`config.mk`:
```
export PLATFORM = sky130hd
export DESIGN_NAME = ex_mdu
export DESIGN_NICKNAME = d
export VERILOG_FILES = /design/src/rtl/ex_mdu_pkg.sv /design/src/rtl/ex_mdu_iter_core.sv /design/src/rtl/ex_mdu.sv
export SDC_FILE = /design/constraint.sdc
export NUM_CORES = 1
export LEC_CHECK = 0
export BUFFER_PORTS_ARGS = -buffer_cell sky130_fd_sc_hd__buf_2
export CORE_UTILIZATION = 50
export CTS_CLUSTER_DIAMETER = 40
export DETAILED_ROUTE_END_ITERATION = 10
export PLACE_DENSITY = 0.78
export SYNTH_ARGS = -nofsm -noshare
export SYNTH_HDL_FRONTEND = slang
export SYNTH_SLANG_ARGS = --single-unit
```
`constraint.sdc`:
```
create_clock -name clk -period 13.05 [get_ports clk]
set_input_delay 1.9575 -clock clk [delete_from_list [all_inputs] [get_ports clk]]
set_output_delay 1.9575 -clock clk [all_outputs]
set_load 0.03 [all_outputs]
```
`src/rtl/ex_mdu_pkg.sv`:
```
// ex_mdu_pkg: shared RV32M funct3 codes for the multiply/divide unit.
// Imported by ex_mdu and ex_mdu_iter_core; holds no state.
package ex_mdu_pkg;

    localparam logic [2:0] F3_MUL    = 3'b000;
    localparam logic [2:0] F3_MULH   = 3'b001;
    localparam logic [2:0] F3_MULHSU = 3'b010;
    localparam logic [2:0] F3_MULHU  = 3'b011;
    localparam logic [2:0] F3_DIV    = 3'b100;
    localparam logic [2:0] F3_DIVU   = 3'b101;
    localparam logic [2:0] F3_REM    = 3'b110;
    localparam logic [2:0] F3_REMU   = 3'b111;

endpackage

```
`src/rtl/ex_mdu_iter_core.sv`:
```
// ex_mdu_iter_core: shared one-bit-per-cycle shift-add / restoring
// shift-subtract datapath on unsigned magnitudes.
// Ports: i_clk, i_rst (async, active-high), i_load (init from i_a/i_b,
// clear counter), i_step (advance one bit), i_div (mode at load),
// o_acc_nxt (accumulator value after this step), o_last (final step).
module ex_mdu_iter_core
    import ex_mdu_pkg::*;
#(
    parameter int XLEN  = 32,
    parameter int CNT_W = $clog2(XLEN) + 1
) (
    input  logic              i_clk,
    input  logic              i_rst,
    input  logic              i_load,
    input  logic              i_step,
    input  logic              i_div,
    input  logic [XLEN-1:0]   i_a,
    input  logic [XLEN-1:0]   i_b,
    output logic [2*XLEN-1:0] o_acc_nxt,
    output logic              o_last
);

    logic [2*XLEN-1:0] r_acc;
    logic [XLEN-1:0]   r_opnd;
    logic              r_div;
    logic [CNT_W-1:0]  r_cnt;

    logic [XLEN:0]     w_sum;
    logic [XLEN:0]     w_rsh;
    logic [XLEN:0]     w_diff;
    logic              w_ge;
    logic [2*XLEN-1:0] w_mul_nxt;
    logic [2*XLEN-1:0] w_div_nxt;

    // Multiply: acc = {partial, multiplier}; add on LSB, shift right.
    assign w_sum     = {1'b0, r_acc[2*XLEN-1:XLEN]}
                     + (r_acc[0] ? {1'b0, r_opnd} : '0);
    assign w_mul_nxt = {w_sum, r_acc[XLEN-1:1]};

    // Divide: acc = {remainder, dividend/quotient}; the shifted-out
    // bit widens the trial remainder so the borrow is exact.
    assign w_rsh     = r_acc[2*XLEN-1:XLEN-1];
    assign w_diff    = w_rsh - {1'b0, r_opnd};
    assign w_ge      = ~w_diff[XLEN];
    assign w_div_nxt = {(w_ge ? w_diff[XLEN-1:0] : w_rsh[XLEN-1:0]),
                        r_acc[XLEN-2:0], w_ge};

    assign o_acc_nxt = r_div ? w_div_nxt : w_mul_nxt;
    assign o_last    = (r_cnt == CNT_W'(XLEN - 1));

    always_ff @(posedge i_clk or posedge i_rst) begin
        if (i_rst) begin
            r_acc  <= '0;
            r_opnd <= '0;
            r_div  <= 1'b0;
            r_cnt  <= '0;
        end else if (i_load) begin
            r_div  <= i_div;
            r_cnt  <= '0;
            r_acc  <= {{XLEN{1'b0}}, (i_div ? i_a : i_b)};
            r_opnd <= i_div ? i_b : i_a;
        end else if (i_step) begin
            r_acc  <= o_acc_nxt;
            r_cnt  <= r_cnt + 1'b1;
        end
    end

endmodule

```
`src/rtl/ex_mdu.sv`:
```
// ex_mdu: multi-cycle RV32M multiply/divide unit beside the execute stage.
// Ports: clk, rst (async, active-high), start/funct3/operand1/operand2/rd
// issue an op in IDLE, flush aborts IDLE/CALC; busy, pause_signal hold
// the pipeline; regs_write_en/addr/data form a one-cycle write-back.
// Build option: MDU_FAST_MUL_EN selects a single-cycle multiplier.
module ex_mdu
    import ex_mdu_pkg::*;
#(
    parameter int XLEN  = 32,
    parameter int CNT_W = $clog2(XLEN) + 1
) (
    input  logic            clk,
    input  logic            rst,
    input  logic            start,
    input  logic [2:0]      funct3,
    input  logic [XLEN-1:0] operand1,
    input  logic [XLEN-1:0] operand2,
    input  logic [4:0]      rd,
    input  logic            flush,
    output logic            busy,
    output logic            pause_signal,
    output logic            regs_write_en,
    output logic [4:0]      regs_write_addr,
    output logic [XLEN-1:0] regs_write_data
);

    typedef enum logic [1:0] {S_IDLE, S_CALC, S_DONE} state_e;

    state_e          r_state;
    logic [2:0]      r_f3;
    logic            r_neg;
    logic [4:0]      r_rd;

    logic            w_a_neg;
    logic            w_b_neg;
    logic            w_neg;
    logic [XLEN-1:0] w_a_abs;
    logic [XLEN-1:0] w_b_abs;
    logic            w_div0;
    logic            w_ovf;
    logic            w_fast_mul;
    logic [XLEN-1:0] w_mul_res;
    logic [XLEN-1:0] w_fast_res;
    logic            w_accept;
    logic            w_load;
    logic [2*XLEN-1:0] w_acc_nxt;
    logic            w_last;

    // Applies the result sign and picks the architectural half.
    // For divides acc holds {remainder, quotient}.
    function automatic logic [XLEN-1:0] sel_res(
        input logic [2:0]        f3,
        input logic              neg,
        input logic [2*XLEN-1:0] acc
    );
        logic [2*XLEN-1:0] p;
        logic [XLEN-1:0]   q;
        logic [XLEN-1:0]   r;
        p = neg ? -acc : acc;
        q = neg ? -acc[XLEN-1:0] : acc[XLEN-1:0];
        r = neg ? -acc[2*XLEN-1:XLEN] : acc[2*XLEN-1:XLEN];
        unique case (f3)
            F3_MUL:                      sel_res = p[XLEN-1:0];
            F3_MULH, F3_MULHSU, F3_MULHU: sel_res = p[2*XLEN-1:XLEN];
            F3_DIV, F3_DIVU:             sel_res = q;
            F3_REM, F3_REMU:             sel_res = r;
            default:                     sel_res = '0;
        endcase
    endfunction

    assign w_a_neg = operand1[XLEN-1] &&
                     (funct3 inside {F3_MULH, F3_MULHSU, F3_DIV, F3_REM});
    assign w_b_neg = operand2[XLEN-1] &&
                     (funct3 inside {F3_MULH, F3_DIV, F3_REM});
    assign w_a_abs = w_a_neg ? -operand1 : operand1;
    assign w_b_abs = w_b_neg ? -operand2 : operand2;
    // Remainder follows the dividend; everything else the product sign.
    assign w_neg   = (funct3 == F3_REM) ? w_a_neg : (w_a_neg ^ w_b_neg);

    assign w_div0 = funct3[2] && (operand2 == '0);
    assign w_ovf  = (funct3 inside {F3_DIV, F3_REM}) &&
                    (operand1 == {1'b1, {(XLEN-1){1'b0}}}) &&
                    (operand2 == '1);

`ifdef MDU_FAST_MUL_EN
    logic [2*XLEN-1:0] w_prod;
    assign w_prod     = {{XLEN{1'b0}}, w_a_abs} * {{XLEN{1'b0}}, w_b_abs};
    assign w_fast_mul = ~funct3[2];
    assign w_mul_res  = sel_res(funct3, w_neg, w_prod);
`else
    assign w_fast_mul = 1'b0;
    assign w_mul_res  = '0;
`endif

    // funct3[1] separates REM/REMU from DIV/DIVU.
    always_comb begin
        w_fast_res = w_mul_res;
        if (w_div0)
            w_fast_res = funct3[1] ? operand1 : '1;
        else if (w_ovf)
            w_fast_res = funct3[1] ? '0 : operand1;
    end

    assign w_accept = (r_state == S_IDLE) && start && !flush;
    assign w_load   = w_accept && !(w_div0 || w_ovf || w_fast_mul);

    assign busy         = (r_state != S_IDLE);
    assign pause_signal = w_accept || (r_state == S_CALC);

    ex_mdu_iter_core #(
        .XLEN  (XLEN),
        .CNT_W (CNT_W)
    ) u_core (
        .i_clk     (clk),
        .i_rst     (rst),
        .i_load    (w_load),
        .i_step    (r_state == S_CALC),
        .i_div     (funct3[2]),
        .i_a       (w_a_abs),
        .i_b       (w_b_abs),
        .o_acc_nxt (w_acc_nxt),
        .o_last    (w_last)
    );

    always_ff @(posedge clk or posedge rst) begin
        if (rst) begin
            r_state         <= S_IDLE;
            r_f3            <= '0;
            r_neg           <= 1'b0;
            r_rd            <= '0;
            regs_write_en   <= 1'b0;
            regs_write_addr <= '0;
            regs_write_data <= '0;
        end else begin
            regs_write_en <= 1'b0;
            unique case (r_state)
                S_IDLE: begin
                    if (w_accept) begin
                        r_f3  <= funct3;
                        r_neg <= w_neg;
                        r_rd  <= rd;
                        if (w_load) begin
                            r_state <= S_CALC;
                        end else begin
                            r_state         <= S_DONE;
                            regs_write_en   <= 1'b1;
                            regs_write_addr <= rd;
                            regs_write_data <= w_fast_res;
                        end
                    end
                end
                S_CALC: begin
                    if (flush) begin
                        r_state <= S_IDLE;
                    end else if (w_last) begin
                        r_state         <= S_DONE;
                        regs_write_en   <= 1'b1;
                        regs_write_addr <= r_rd;
                        regs_write_data <= sel_res(r_f3, r_neg, w_acc_nxt);
                    end
                end
                S_DONE:  r_state <= S_IDLE;
                default: r_state <= S_IDLE;
            endcase
        end
    end

endmodule
```
Word-level counts from Yosys, hierarchy flattened --
Cells that the tools add are included. Widths: inputs -> output; s select.
Storage, ports and cells: register bits after elaboration 152, input bits 76, output and inout bits 40
Cells by class: add/sub/neg operators 8, equal/unequal tests 20, multiplexer cells 40, bitwise gates (word level) 2, reduce and logical (&&, ||, !) cells 27
Operators with widths (count):
- $mux 32 | 16
- $mux 64 | 4
- $neg 32->32 | 4
- $pmux 32 s4 | 1
- $eq 32x32->1 const B | 2
- $neg 64->64 | 1
- $pmux 32 s2 | 1
- $add 32x33->33 | 1
- $sub 33x32->33 | 1
- $logic_not 32->1 | 1
- $mux 5 | 4
- $eq 3x3->1 const B | 6
- $mux 6 | 2
- $pmux 5 s2 | 1
- $eq 3x2->1 const B | 3
- $logic_and 1x1->1 | 8
- $mux 2 | 4
- $ne 2x2->1 const B | 4
- $reduce_bool 2->1 | 4
- $add 6x1->6 const B | 1
- $eq 3x1->1 const B | 2
- $eq 6x5->1 const B | 1
- $mux 1 | 5
- $reduce_and 5->1 | 1
- other kinds (15) | 19

Logic depth before layout (Yosys ltp) --
depth in word-level cells 10, mapped depth 24, gate-level depth less buffers 24

Hierarchy --
From an unflattened synthesis, not the netlist that was laid out.
Unflattened totals: cell total of the unflattened synthesis 2187, area, all modules 16671.0 sq um
By module, submodules not included:
- ex_mdu_iter_core | instances 1, cells an instance 1231, area an instance 9919.5 sq um
- ex_mdu | instances 1, cells an instance 956, area an instance 6751.5 sq um

Worst setup path after synthesis --
OpenSTA, ideal clock, no wires.
path kind input -> register, start point in operand2[18], end point reg regs_write_data[27], arrival time 5.124 ns, path slack 7.797 ns, stages on the path 12, path buffers 2, cell sequence or4_1 or3_1 nor3_1 nand2b_1 or4_1 nor4_1 nor2_1 o21a_1 clkbuf_1 clkbuf_1 a211oi_1 o21ai_1
Between the ends: longest elaborated chain between the ends 7
RTL lines:
- start, declared | RTL line ex_mdu.sv:17 | input logic [XLEN-1:0] operand2,
- $eq 32x32->1 or $logic_not 32->1 (tied branches) | RTL line ex_mdu.sv:83, ex_mdu.sv:80
- $logic_and 1x1->1 (on tied branches) | RTL line ex_mdu.sv:82, ex_mdu.sv:80
- $mux 32 or $logic_or 1x1->1 (tied branches) | RTL line ex_mdu.sv:100, ex_mdu.sv:105
- $mux 32 or $logic_not 1->1 (tied branches) | RTL line ex_mdu.sv:98, ex_mdu.sv:105
- $mux 32 or $logic_and 1x1->1 (tied branches) | RTL line ex_mdu.sv:142, ex_mdu.sv:105
- $mux 32 or $ne 2x2->1 (tied branches)
- $pmux 32 s2 or $reduce_and 5->1 (tied branches)
- end signal, assigned | RTL line ex_mdu.sv:148 | regs_write_data <= w_fast_res;
- end signal, assigned | RTL line ex_mdu.sv:159 | regs_write_data <= sel_res(r_f3, r_neg, w_acc_nxt);
- end, declared | RTL line ex_mdu.sv:24 | output logic [XLEN-1:0] regs_write_data
Parallel ways exist; a longest one is shown, timed or not. The select of a mux whose other input is x is not followed. A chain may end at the register's enable or synchronous reset.

Worst setup path in the final report --
start point reg u_core.r_acc[31], end point reg regs_write_data[16]
Between the ends: longest elaborated chain between the ends 9
RTL lines:
- start, declared | RTL line ex_mdu_iter_core.sv:23 | logic [2*XLEN-1:0] r_acc;
- start signal, assigned | RTL line ex_mdu_iter_core.sv:60 | r_acc <= {{XLEN{1'b0}}, (i_div ? i_a : i_b)};
- start signal, assigned | RTL line ex_mdu_iter_core.sv:63 | r_acc <= o_acc_nxt;
- $sub 33x32->33 | RTL line ex_mdu_iter_core.sv:43 | assign w_diff = w_rsh - {1'b0, r_opnd};
- $mux 32 or $not 1->1 (tied branches) | RTL line ex_mdu_iter_core.sv:45, ex_mdu_iter_core.sv:44
- $mux 64 * | RTL line ex_mdu_iter_core.sv:48 | assign o_acc_nxt = r_div ? w_div_nxt : w_mul_nxt;
- $neg 64->64, or another cell as far along | RTL line ex_mdu.sv:59 | p = neg ? -acc : acc;
- $mux 64, or another cell as far along | RTL line ex_mdu.sv:59
- $pmux 32 s4 * | RTL line ex_mdu.sv:62 | unique case (f3)
- $mux 32 * | RTL line ex_mdu.sv:155 | end else if (w_last) begin
- $mux 32 * | RTL line ex_mdu.sv:153 | if (flush) begin
- $pmux 32 s2 * | RTL line ex_mdu.sv:136 | unique case (r_state)
Mark *: on every way between the ends. The rest lies on a longest branch, timed or not. The select of a mux whose other input is x is not followed.

==> results.ini <==
[drt]
drt_iter0_markers=2806
vias=18300
wl_mm=64.0
vias_per_cell=6.72
ant_nets=0
drc=0
wl_per_cell_um=23.5
first_pass_iters=7

[clock_tree]
numCtsBuffers=17
tritoncts=yes
max-clock-path-buffers=2
insertion_delay_ns=0.45
cts_hold_buf=0
cts_setup_buffers=0
path_clk_slew_ns=0.08
h-tree-depth=4
clock_sinks=152
cts-root-buf=clkbuf_16
ctsResizeCount=0

[global_routing]
grt_max_degree=102
track_usage_pct=37.9
grt_pass1_vias=16600
grt_pass1_wl_mm=96.5
antenna_found_initial=6
grt_overflow_total=0

[cells_and_area]
nets=2423
area_growth_pct=8.60
nFillCells=3093
finish.utilization_pct=55.7
drive_above_1_share_pct=10.2

[floorplanning]
die_w_um=183
io_pins=116
core_area_um2=31900
initial_core_util_pct=51.3
die_area_um2=33400
rows=65
fp.dieH_um=183

[logic_synthesis]
ys.flop_type=dfrtp_1
ys_warn_count=0
ys_ff_latch=152
syn_area_um2=16300
synthTopCellsByArea=dfrtp_1, o21ai_0, nand2_1, a21oi_1, ha_1
ys_seq_area_share_pct=23.3
synthArstFlopShare_pct=100
synthCells=2258
yosysMostFrequentCell=nand2_1
synth_common_cells=nand2_1, o21ai_0, nor2_1
synth_area_leader_cell=dfrtp_1
synth_nets=2406
synth_edf_count=0
yosys.cell_types.count=89
synth_top_area_share_pct=23.3
avgSynthCellArea_um2=7.24

[timing]
fin_crit_ns=6.34
maxSlewViolCount=0
fmax_mhz=158
worst_pin_slew_ns=1.11
relSlewSlack_pct=26.2
finalSetupTns_ns=0
fin_crit_sh_pct=48.6
finalHoldViolations=0
rsz0062_at_grt=no
finalSetupViolCount=0
skew_ns=0.0183

[setup_path]
cp-end-kind=flop
startpoint_type=flop
cp.arrival_ns=6.70
crit_type=reg -> reg
path_max_fanout=18
crit_required_ns=13.41

[place]
gp_congestion=1.04
hpwlAfterDp_mm=49.6
numPortBuffers=115

[min_path]
holdCritPathClass=reg -> reg

[pwr]
p_per_area_nw_per_um2=240
worst_ir_drop_vdd_mv=0.149
power_leakage_nw=7.52

[status]
outcome=complete, no violations

[run]
maxCapViolCount=0

[state kept, by name, summed over array words and instances, names as in the netlist]
signal           count
r_f3                 3
r_rd                 5
u_core.r_div         1
u_core.r_cnt         6
regs_write_en        1
regs_write_data     32
u_core.r_acc        64
regs_write_addr      5
r_neg                1
u_core.r_opnd       32
r_state              2
[path summary, 6_finish.rpt]
kind | startpoint | cells after the start | slack (ns) | to
max | u_core.r_acc[31] | 23 | 6.71 | regs_write_data[16]
min | regs_write_data[3] | 2 | 0.49 | regs_write_data[3]
max reg2reg | u_core.r_acc[31] | 23 | 6.71 | regs_write_data[16]
min reg2reg | regs_write_data[3] | 2 | 0.49 | regs_write_data[3]
max in group asynchronous | rst | 3 | 9.83 | r_neg
min in group asynchronous | rst | 2 | 1.64 | u_core.r_acc[3]
[critical path, stage by stage (launching register included)]
cell and delay, ns:
dfrtp_1 0.45, inv_1 0.09, ha_1 0.16, inv_1 0.05, fa_1 0.44, a211oi_2 0.37
nor3_1 0.12, o211a_1 0.29, o211a_4 0.28, nor3_4 0.66, nor3_4 0.15, a21oi_1 0.26
ha_1 0.26, nand2_1 0.11, nor2_1 0.14, nand3_1 0.13, or3_1 0.43, or2_2 0.32
nor2_1 0.38, nor2_1 0.16, a21oi_1 0.45, and3_1 0.24, o41ai_1 0.09, a31oi_1 0.19
[logic make-up (layout without fill, tap and decap cells)]
kind of cell / count (synthesis) / count (layout) / share of synthesized area [%]
xor+xnor: 150 / 150 / 8.04
flops: 152 / 152 / 23.3
mux: 59 / 59 / 3.74
simple gates: 846 / 846 / 24.5
buf+inv: 210 / 240 / 4.98
compound gates: 769 / 769 / 29.9
other cells: 0 / 2 / 0
fa+ha+maj: 72 / 72 / 5.60
[metal layers]
metal	wire, µm	vias to the layer above	track usage [%]	part of all wire [%]
met5	0	-	0	0
met4	4540	0	23.4	7.1
met3	6720	244	6.79	10
met2	27400	1148	57.8	43
met1	25300	8611	49.7	40
li1	-	8298	-	-
[per-stage QoR]
step,power (mW),instance area [µm²],cells,setup WS (ns),hold slack [ns]
2_1_floorplan,2.72,16300,2258,7.00,0.463
3_3_place_gp,3.52,17100,2691,6.71,0.470
3_5_place_dp,3.56,17100,2691,6.59,0.479
4_1_cts,4.12,17700,2723,6.95,0.494
5_1_grt,4.46,17700,2723,6.45,0.519
6_report,4.25,17800,2725,6.71,0.492
[power by group]
part	leakage, nW	total [mW]	switching, mW	internal [mW]
Clock	0.305	0.553	0.243	0.310
Combinational	5.25	2.94	1.96	0.978
Sequential	1.96	0.761	0.177	0.584
Total	7.52	4.25	2.38	1.87
[cell usage in the layout (no fill, tap or decap), types with 28 or more instances in the layout]
| cell type | n |
|---|---|
| o31ai_1 | 28 |
| o21ai_0 | 232 |
| nand3_1 | 68 |
| a211oi_1 | 28 |
| and2_1 | 48 |
| ha_1 | 70 |
| a31oi_1 | 33 |
| a21o_1 | 33 |
| nor2_1 | 216 |
| inv_1 | 70 |
| a21oi_1 | 183 |
| dfrtp_1 | 150 |
| o211ai_1 | 57 |
| xnor2_1 | 88 |
| nor3_1 | 74 |
| nand4_1 | 31 |
| buf_2 | 114 |
| xor2_1 | 62 |
| mux2i_1 | 43 |
| nand2_1 | 273 |
[cell type report]
type / instances / area [µm²] / area share, %
sequential: 152 / 3810 / 21.5
clock buffer: 17 / 425 / 2.40
timing repair buffer: 134 / 721 / 4.06
multi-input combinational: 1896 / 11800 / 66.2
inverter: 74 / 283 / 1.59
antenna: 2 / 5.00 / 0.0282
clock inverter: 15 / 210 / 1.18
tap: 435 / 544 / 3.07
Power figures use the tool's default switching activity.
